**config.mk**
```make
export PLATFORM = sky130hd
export DESIGN_NAME = execute_stage
export DESIGN_NICKNAME = d
export VERILOG_FILES = /design/src/rtl/execute_stage.sv
export SDC_FILE = /design/constraint.sdc
export NUM_CORES = 1
export LEC_CHECK = 0
export BUFFER_PORTS_ARGS = -buffer_cell sky130_fd_sc_hd__buf_4
export CELL_PAD_IN_SITES_DETAIL_PLACEMENT = 1
export CELL_PAD_IN_SITES_GLOBAL_PLACEMENT = 2
export CORE_MARGIN = 2
export CORE_UTILIZATION = 34
export CTS_CLUSTER_DIAMETER = 80
export DETAILED_ROUTE_END_ITERATION = 10
export GPL_TIMING_DRIVEN = 0
export PLACE_DENSITY = 0.91
export SLEW_MARGIN = 0
export SYNTH_ARGS = -nofsm -noshare
export SYNTH_HDL_FRONTEND = slang
export SYNTH_SLANG_ARGS = --single-unit
```
**constraint.sdc**
```tcl
create_clock -name clk_i -period 15.25 [get_ports clk_i]
set_clock_uncertainty 0.2 [all_clocks]
set_input_delay 3.05 -clock clk_i [delete_from_list [all_inputs] [get_ports clk_i]]
set_output_delay 3.05 -clock clk_i [all_outputs]
set_load 0.01 [all_outputs]
```
**src/rtl/execute_stage.sv**
```systemverilog
`default_nettype none
// +----------------------------------------------------------------------------+
// | Module   : execute_stage                                                   |
// | Brief    : Pipeline EX stage. Operand select, integer ALU and the EX/MEM   |
// |            register. Defining EXEC_MULDIV_EN adds RV32M multiply and an    |
// |            iterative restoring divider that back-pressures decode.         |
// | Revision : 1.0  initial release                                            |
// +----------------------------------------------------------------------------+
module execute_stage #(
  parameter int unsigned CTRL_W    = 16,
  parameter logic [31:0] NOP_INSTR = 32'h0000_0013
) (
  input  logic              clk_i,
  input  logic              rst_i,
  input  logic [31:0]       dec_instr_i,
  input  logic [CTRL_W-1:0] dec_control_i,
  input  logic [31:0]       dec_rs1_data_i,
  input  logic [31:0]       dec_rs2_data_i,
  input  logic [31:0]       dec_imm_i,
  input  logic              dec_alu_src_i,
  input  logic [4:0]        dec_alu_op_i,
  input  logic [4:0]        dec_rd_addr_i,
  input  logic [31:0]       dec_pcplus_i,
  output logic              dec_ready_o,
  output logic [31:0]       mem_instr_o,
  output logic [CTRL_W-1:0] mem_control_o,
  output logic [31:0]       mem_aluResult_o,
  output logic [31:0]       mem_data_o,
  output logic [4:0]        mem_rd_addr_o,
  output logic [31:0]       mem_pcplus_o,
  input  logic              mem_ready_i
);

  localparam logic [4:0] OP_ADD    = 5'd0;
  localparam logic [4:0] OP_SUB    = 5'd1;
  localparam logic [4:0] OP_SLL    = 5'd2;
  localparam logic [4:0] OP_SLT    = 5'd3;
  localparam logic [4:0] OP_SLTU   = 5'd4;
  localparam logic [4:0] OP_XOR    = 5'd5;
  localparam logic [4:0] OP_SRL    = 5'd6;
  localparam logic [4:0] OP_SRA    = 5'd7;
  localparam logic [4:0] OP_OR     = 5'd8;
  localparam logic [4:0] OP_AND    = 5'd9;
  localparam logic [4:0] OP_PASSB  = 5'd10;
`ifdef EXEC_MULDIV_EN
  localparam logic [4:0] OP_MUL    = 5'd16;
  localparam logic [4:0] OP_MULH   = 5'd17;
  localparam logic [4:0] OP_MULHSU = 5'd18;
  localparam logic [4:0] OP_MULHU  = 5'd19;
  localparam logic [4:0] OP_DIV    = 5'd20;
  localparam logic [4:0] OP_DIVU   = 5'd21;
  localparam logic [4:0] OP_REM    = 5'd22;
  localparam logic [4:0] OP_REMU   = 5'd23;
`endif

  logic [31:0] op_a;
  logic [31:0] op_b;
  logic [31:0] base_result;
  logic [31:0] ex_result;
  logic        dec_ready;
  logic        load_payload;
  logic        load_bubble;

  logic [31:0]       instr_q, instr_d;
  logic [CTRL_W-1:0] control_q, control_d;
  logic [31:0]       result_q, result_d;
  logic [31:0]       data_q, data_d;
  logic [4:0]        rd_addr_q, rd_addr_d;
  logic [31:0]       pcplus_q, pcplus_d;

  assign op_a = dec_rs1_data_i;
  assign op_b = dec_alu_src_i ? dec_imm_i : dec_rs2_data_i;

  always_comb begin
    base_result = '0;
    case (dec_alu_op_i)
      OP_ADD:   base_result = op_a + op_b;
      OP_SUB:   base_result = op_a - op_b;
      OP_SLL:   base_result = op_a << op_b[4:0];
      OP_SLT:   base_result = {31'd0, ($signed(op_a) < $signed(op_b))};
      OP_SLTU:  base_result = {31'd0, (op_a < op_b)};
      OP_XOR:   base_result = op_a ^ op_b;
      OP_SRL:   base_result = op_a >> op_b[4:0];
      OP_SRA:   base_result = $signed(op_a) >>> op_b[4:0];
      OP_OR:    base_result = op_a | op_b;
      OP_AND:   base_result = op_a & op_b;
      OP_PASSB: base_result = op_b;
      default:  base_result = '0;
    endcase
  end

`ifdef EXEC_MULDIV_EN
  typedef enum logic [1:0] {
    S_IDLE = 2'd0,
    S_BUSY = 2'd1,
    S_DONE = 2'd2
  } state_t;

  state_t      state_q, state_d;
  logic [4:0]  cnt_q, cnt_d;
  logic [31:0] quot_q, quot_d;
  logic [31:0] part_rem_q, part_rem_d;
  logic [31:0] divisor_q, divisor_d;
  logic        neg_quot_q, neg_quot_d;
  logic        neg_rem_q, neg_rem_d;
  logic        rem_sel_q, rem_sel_d;

  logic [63:0] prod_u;
  logic [31:0] corr_a, corr_b;
  logic [31:0] mulhu, mulhsu, mulh;
  logic        is_div, div_signed, div_rem, div_zero, div_ovf, div_fast;
  logic [31:0] fast_result, mag_a, mag_b, div_final, alu_result;
  logic [32:0] shifted, trial;

  // One unsigned multiplier; signed high words are recovered by subtracting
  // the cross terms that two's-complement operands contribute.
  assign prod_u = {32'd0, op_a} * {32'd0, op_b};
  assign corr_a = op_a[31] ? op_b : 32'd0;
  assign corr_b = op_b[31] ? op_a : 32'd0;
  assign mulhu  = prod_u[63:32];
  assign mulhsu = mulhu - corr_a;
  assign mulh   = mulhu - corr_a - corr_b;

  assign is_div     = dec_alu_op_i inside {OP_DIV, OP_DIVU, OP_REM, OP_REMU};
  assign div_signed = (dec_alu_op_i == OP_DIV) || (dec_alu_op_i == OP_REM);
  assign div_rem    = (dec_alu_op_i == OP_REM) || (dec_alu_op_i == OP_REMU);
  assign div_zero   = (op_b == 32'd0);
  assign div_ovf    = div_signed && (op_a == 32'h8000_0000) && (op_b == 32'hFFFF_FFFF);
  assign div_fast   = div_zero || div_ovf;
  assign mag_a      = (div_signed && op_a[31]) ? (32'd0 - op_a) : op_a;
  assign mag_b      = (div_signed && op_b[31]) ? (32'd0 - op_b) : op_b;

  always_comb begin
    fast_result = '0;
    if (div_zero) begin
      fast_result = div_rem ? op_a : 32'hFFFF_FFFF;
    end else begin
      fast_result = div_rem ? 32'd0 : 32'h8000_0000;
    end
  end

  always_comb begin
    alu_result = base_result;
    case (dec_alu_op_i)
      OP_MUL:    alu_result = prod_u[31:0];
      OP_MULH:   alu_result = mulh;
      OP_MULHSU: alu_result = mulhsu;
      OP_MULHU:  alu_result = mulhu;
      OP_DIV, OP_DIVU, OP_REM, OP_REMU: alu_result = fast_result;
      default:   alu_result = base_result;
    endcase
  end

  // Restoring step: trial[32] set means the shifted remainder is below the divisor.
  assign shifted   = {part_rem_q, quot_q[31]};
  assign trial     = shifted - {1'b0, divisor_q};
  assign div_final = rem_sel_q ? (neg_rem_q  ? (32'd0 - part_rem_q) : part_rem_q)
                               : (neg_quot_q ? (32'd0 - quot_q)     : quot_q);
  assign ex_result = (state_q == S_DONE) ? div_final : alu_result;

  always_comb begin
    state_d      = state_q;
    cnt_d        = cnt_q;
    quot_d       = quot_q;
    part_rem_d   = part_rem_q;
    divisor_d    = divisor_q;
    neg_quot_d   = neg_quot_q;
    neg_rem_d    = neg_rem_q;
    rem_sel_d    = rem_sel_q;
    dec_ready    = mem_ready_i;
    load_payload = 1'b0;
    load_bubble  = 1'b0;
    case (state_q)
      S_IDLE: begin
        if (is_div && !div_fast) begin
          dec_ready  = 1'b0;
          quot_d     = mag_a;
          part_rem_d = '0;
          divisor_d  = mag_b;
          neg_quot_d = div_signed && (op_a[31] ^ op_b[31]);
          neg_rem_d  = div_signed && op_a[31];
          rem_sel_d  = div_rem;
          cnt_d      = '0;
          state_d    = S_BUSY;
        end else begin
          load_payload = mem_ready_i;
        end
      end
      S_BUSY: begin
        dec_ready   = 1'b0;
        load_bubble = mem_ready_i;
        if (trial[32]) begin
          part_rem_d = shifted[31:0];
          quot_d     = {quot_q[30:0], 1'b0};
        end else begin
          part_rem_d = trial[31:0];
          quot_d     = {quot_q[30:0], 1'b1};
        end
        cnt_d = cnt_q + 5'd1;
        if (cnt_q == 5'd31) begin
          state_d = S_DONE;
        end
      end
      S_DONE: begin
        load_payload = mem_ready_i;
        if (mem_ready_i) begin
          state_d = S_IDLE;
        end
      end
      default: state_d = S_IDLE;
    endcase
  end

  always_ff @(posedge clk_i) begin
    if (rst_i) begin
      state_q    <= S_IDLE;
      cnt_q      <= '0;
      quot_q     <= '0;
      part_rem_q <= '0;
      divisor_q  <= '0;
      neg_quot_q <= 1'b0;
      neg_rem_q  <= 1'b0;
      rem_sel_q  <= 1'b0;
    end else begin
      state_q    <= state_d;
      cnt_q      <= cnt_d;
      quot_q     <= quot_d;
      part_rem_q <= part_rem_d;
      divisor_q  <= divisor_d;
      neg_quot_q <= neg_quot_d;
      neg_rem_q  <= neg_rem_d;
      rem_sel_q  <= rem_sel_d;
    end
  end
`else
  assign dec_ready    = mem_ready_i;
  assign load_payload = mem_ready_i;
  assign load_bubble  = 1'b0;
  assign ex_result    = base_result;
`endif

  assign dec_ready_o = dec_ready;

  always_comb begin
    instr_d   = instr_q;
    control_d = control_q;
    result_d  = result_q;
    data_d    = data_q;
    rd_addr_d = rd_addr_q;
    pcplus_d  = pcplus_q;
    if (load_payload) begin
      instr_d   = dec_instr_i;
      control_d = dec_control_i;
      result_d  = ex_result;
      data_d    = dec_rs2_data_i;
      rd_addr_d = dec_rd_addr_i;
      pcplus_d  = dec_pcplus_i;
    end else if (load_bubble) begin
      instr_d   = NOP_INSTR;
      control_d = '0;
      result_d  = '0;
      data_d    = '0;
      rd_addr_d = '0;
      pcplus_d  = '0;
    end
  end

  always_ff @(posedge clk_i) begin
    if (rst_i) begin
      instr_q   <= NOP_INSTR;
      control_q <= '0;
      result_q  <= '0;
      data_q    <= '0;
      rd_addr_q <= '0;
      pcplus_q  <= '0;
    end else begin
      instr_q   <= instr_d;
      control_q <= control_d;
      result_q  <= result_d;
      data_q    <= data_d;
      rd_addr_q <= rd_addr_d;
      pcplus_q  <= pcplus_d;
    end
  end

  assign mem_instr_o     = instr_q;
  assign mem_control_o   = control_q;
  assign mem_aluResult_o = result_q;
  assign mem_data_o      = data_q;
  assign mem_rd_addr_o   = rd_addr_q;
  assign mem_pcplus_o    = pcplus_q;

endmodule
`default_nettype wire

```
# After elaboration in Yosys (flattened, before gate mapping)

Cells that the tools add are included.

Register bits: 149
Bits of input ports: 190
Output and inout bits: 150
Word-level logic and storage cells: 29

Add/subtract/negate cells: 2
Magnitude comparators: 2
Equality and inequality tests: 10
Shift operators: 3
Mux-type cells: 2
Bitwise gates (word level): 3
Reduce and logical (&&, ||, !) cells: 1

Operator list:

| cell                 | count |
|---|---|
| $pmux W32 S11        | 1 |
| $lt A32 B32 Y1       | 2 |
| $add A32 B32 Y32     | 1 |
| $and A32 B32 Y32     | 1 |
| $mux W32             | 1 |
| $or A32 B32 Y32      | 1 |
| $shl A32 B5 Y32      | 1 |
| $shr A32 B5 Y32      | 1 |
| $sshr A32 B5 Y32     | 1 |
| $sub A32 B32 Y32     | 1 |
| $xor A32 B32 Y32     | 1 |
| $eq A5 B3 Y1 const B | 4 |
| $eq A5 B4 Y1 const B | 3 |
| $eq A5 B2 Y1 const B | 2 |
| $eq A5 B1 Y1 const B | 1 |
| $logic_not A5 Y1     | 1 |

# Logic depth before layout (Yosys ltp)

Depth in word-level cells: 3
Depth in mapped cells: 17

# Worst setup path after synthesis

No wires, ideal clock.

Path kind: input-to-reg
Start point: in dec_alu_src_i
End point: reg result_q[23] (netlist: mem_aluResult_o[23])
Data arrival time: 6,715 ps
Data required time: 14,944 ps
Setup slack: 8,229 ps
Stages: 15
Path buffers: 5
Cell sequence: buf_6 -> mux2i_2 -> buf_2 -> clkbuf_1 -> clkbuf_1 -> ha_1 -> buf_6 -> or4_1 -> and4_4 -> or2_1 -> o31a_1 -> a21oi_2 -> a21oi_1 -> xnor2_1 -> o311ai_0

Longest elaborated chain between the ends: 3
Elaborated cells on any way between the ends: 10
Classes of those cells: 2 x add/sub; 3 x shift; 2 x mux; 3 x bitwise

Ends and longest elaborated chain:

| element                                        | line | RTL |
|---|---|---|
| from (decl)                                    | 20   | `input logic dec_alu_src_i,` |
| $mux W32 *                                     | 72   | `assign op_b = dec_alu_src_i ? dec_imm_i : dec_rs2_data_i;` |
| $sub A32 B32 Y32, or another cell as far along | 78   | `OP_SUB: base_result = op_a - op_b;` |
| $pmux W32 S11 *                                | 76   | `case (dec_alu_op_i)` |
| to (signal assigned)                           | 279  | `result_q <= result_d;` |
| to (decl)                                      | 66   | `logic [31:0] result_q, result_d;` |

Mark *: on every way between the ends. The rest lies on a longest branch, timed or not.
A chain may end at the register's enable or synchronous reset.

# Worst setup path after layout

Same ends and word-level chain as after synthesis.

==> reports/results.tsv <==
metric	value	unit
yosys_warnings	0	
grt_max_degree	17	
async_flop_share	0	
yosysSeqAreaShare	0.2017	
grt_pass1_vias	18390	
place_area	18040	sq um
crit_top_cell	clkbuf_1	
synth-edff-count	0	
grt_pass1_wl	132900	um
synth_cell_types	87	
syn_nets	2261	
rsz0062_at_grt	false	
cts_tree	done	
netlist_instances	1969	
clk_path_buf_depth	2	
drv_slew	0	
cts_max_level	4	
p_int	0.8595	mW
path_class	in -> reg	
area_growth	25.83	%
rows	76	
drt_iter0_markers	1541	
antenna_found_initial	1	
vias_per_cell	6.177	
numCtsBuffers	17	
p_per_area	80.71	nW/um^2
drv_cap	0	
root_buffer	clkbuf_16	
initial_core_util	0.3441	
first_pass_iters	6	
cp_top_family	compound AO/OA/AOI/OAI gates	
leakage	8.459	nW
period_share	0.5860	
highest_layer	met4	
ant_nets	0	
detailed_place_hpwl	77140	um
hold_viol	0	
fin_area	18610	sq um
cts_resized	0	
n_fill_cell	5381	
setup_viol	0	
worst-path-buf-inv	5	
fp.dieH	212.6	um
io_pins	340	
fmax	111.9	MHz
seq_power_share	0.281	
gp_congestion	1.053	
period_needed	8.936	ns
fin_tns_setup	0	ns
dieArea	45190	sq um
crit_arrival	9.08	ns
syn_area_per_cell	7.512	sq um
syn_area	14790	sq um
worstPathMaxFanout	11	
clk-insertion-delay-late	0.45	ns
yosys_most_used_dff	dfxtp_1	
critPathMaxStageDelay	0.82	ns
wl_met2	43300	um
drc	0	
wirelength_met1	36290	um
post-route-util	0.4330	
worst_pin_slew	1.302	ns
num_vias	18040	
final_nets	2615	
cp_slowest_cell	mux2i_1	
slew_headroom	0.1246	
pwr-share-comb	0.435	
hold_class	reg -> reg	
clk_transition_reported_paths	0.08	ns
cp-end-kind	flip-flop	
peakVddDrop	0.06580	mV
core	42980	sq um
met3WireLength	8009	um
ys_ff_latch	149	
path_cells	buf_6, mux2i_1, clkbuf_1, clkbuf_1, clkbuf_1, ha_1, clkbuf_1, a21oi_1, nand2_1, a221o_1, a221oi_1, o21ai_0, a211oi_1, a21oi_1, xnor2_1, o311ai_0	
postCtsSetupRepairBufs	0	
status	completed	
wirelength	94050	um
overflow	0	
clock-sinks	149	
switching_share	0.4277	
ctsHoldBuffers	0	
avgRoutedWirePerCell	32.20	um
switching_power	0.6424	mW
cp-start-kind	primary input	
portBuffers	334	
track_usage	0.4134	
die_width	212.6	um
clkPwrFrac	0.285	
cp.required	15.39	ns
drive_above_1_share	0.1940	
==> final timing paths <==
check / startpoint / slack, ns / endpoint / cells past startpoint
setup / recovery: dec_alu_src_i / 6.31 / mem_aluResult_o[23] / 16
hold / removal: mem_aluResult_o[22] / 0.26 / mem_aluResult_o[22] / 2
setup reg to reg: mem_aluResult_o[26] / 12.54 / mem_aluResult_o[26] / 7
hold reg to reg: mem_aluResult_o[22] / 0.26 / mem_aluResult_o[22] / 2
==> per-stage QoR <==
| step | total power, mW | worst slack, ns | hold slack (ns) | cells |
|---|---|---|---|---|
| 6_report | 1.502 | 6.314 | 0.2643 | 2921 |
| 5_1_grt | 1.553 | 6.352 | 0.2950 | 2921 |
| 4_1_cts | 1.489 | 6.568 | 0.2615 | 2920 |
| 3_5_place_dp | 1.059 | 6.101 | 0.2489 | 2889 |
| 3_3_place_gp | 1.051 | 6.067 | 0.2531 | 2888 |
| 2_1_floorplan | 0.7802 | 8.229 | 0.2738 | 1969 |
==> registers in the layout, indices dropped and copies added (netlist names) <==
name,cells
mem_instr_o,32
mem_rd_addr_o,5
mem_pcplus_o,32
mem_control_o,16
mem_data_o,32
mem_aluResult_o,32
==> Yosys cell counts (29+ instances only) <==
cell type | instances | area [sq um]
ha_1 | 100 | 1251
mux2i_1 | 243 | 2432
o211ai_1 | 30 | 225.2
a211oi_1 | 34 | 255.2
o21ai_0 | 88 | 440.4
inv_1 | 98 | 367.9
nand3_1 | 55 | 275.3
a21oi_1 | 140 | 700.7
nand2b_1 | 29 | 181.4
nor3_1 | 36 | 180.2
nand2_1 | 164 | 615.6
nor2_1 | 266 | 998.5
clkbuf_1 | 95 | 356.6
a221oi_1 | 35 | 306.5
dfxtp_1 | 149 | 2983
==> cells by family (layout without fill, tap and decap cells) <==
group | Yosys count | count (layout) | synth area share
multiplexers | 271 | 271 | 0.1890
flip-flops | 149 | 149 | 0.2017
XOR/XNOR | 23 | 23 | 0.01362
AND/OR/NAND/NOR | 636 | 636 | 0.1917
AO/OA/AOI/OAI | 544 | 544 | 0.2479
buffers and inverters | 244 | 610 | 0.06886
other | 0 | 1 | 0
adder cells (fa/ha/maj) | 102 | 102 | 0.08730
==> worst min-delay path, delay by kind of cell, from the launching register on <==
kind | cells | cell delay (ns)
flops | 1 | 0.32
simple gates | 1 | 0.05
compound gates | 1 | 0.05
==> per-layer routing <==
layer	track usage	vias to the layer above
met2	0.6836	1074
met5	0	-
met1	0.4926	8851
met3	0.08035	251
li1	-	7866
met4	0.2580	0
==> layout make-up <==
cell class                 instances  area [sq um]  area share
multi-input combinational       1576         10790      0.5797
sequential                       149          2983      0.1603
timing repair buffer             335          2515      0.1351
tap                              585         732.0     0.03933
buffer                           143         639.4     0.03436
clock buffer                      18         429.2     0.02306
inverter                         101         379.1     0.02037
clock inverter                    13         141.4    0.007597
antenna                            1         2.502   0.0001345
==> cell usage in the layout (no fill, tap or decap), drive strengths merged, types with 37 or more instances in the layout <==
master,n
a21oi,141
a221oi,37
mux2i,246
o21ai,93
dfxtp,149
nand3,55
ha,100
nand2,164
clkbuf,113
buf,383
inv,106
nor2,267
==> power by group through the flow <==
stage / combinational, mW / clock (mW) / sequential (mW)
after floorplan: 0.344 / 0 / 0.436
after global placement: 0.622 / 0 / 0.428
after detailed placement: 0.630 / 0 / 0.430
after CTS: 0.633 / 0.434 / 0.421
after global routing: 0.685 / 0.446 / 0.423
final: 0.653 / 0.428 / 0.422
Note: power is estimated with default switching activity, not from simulation.
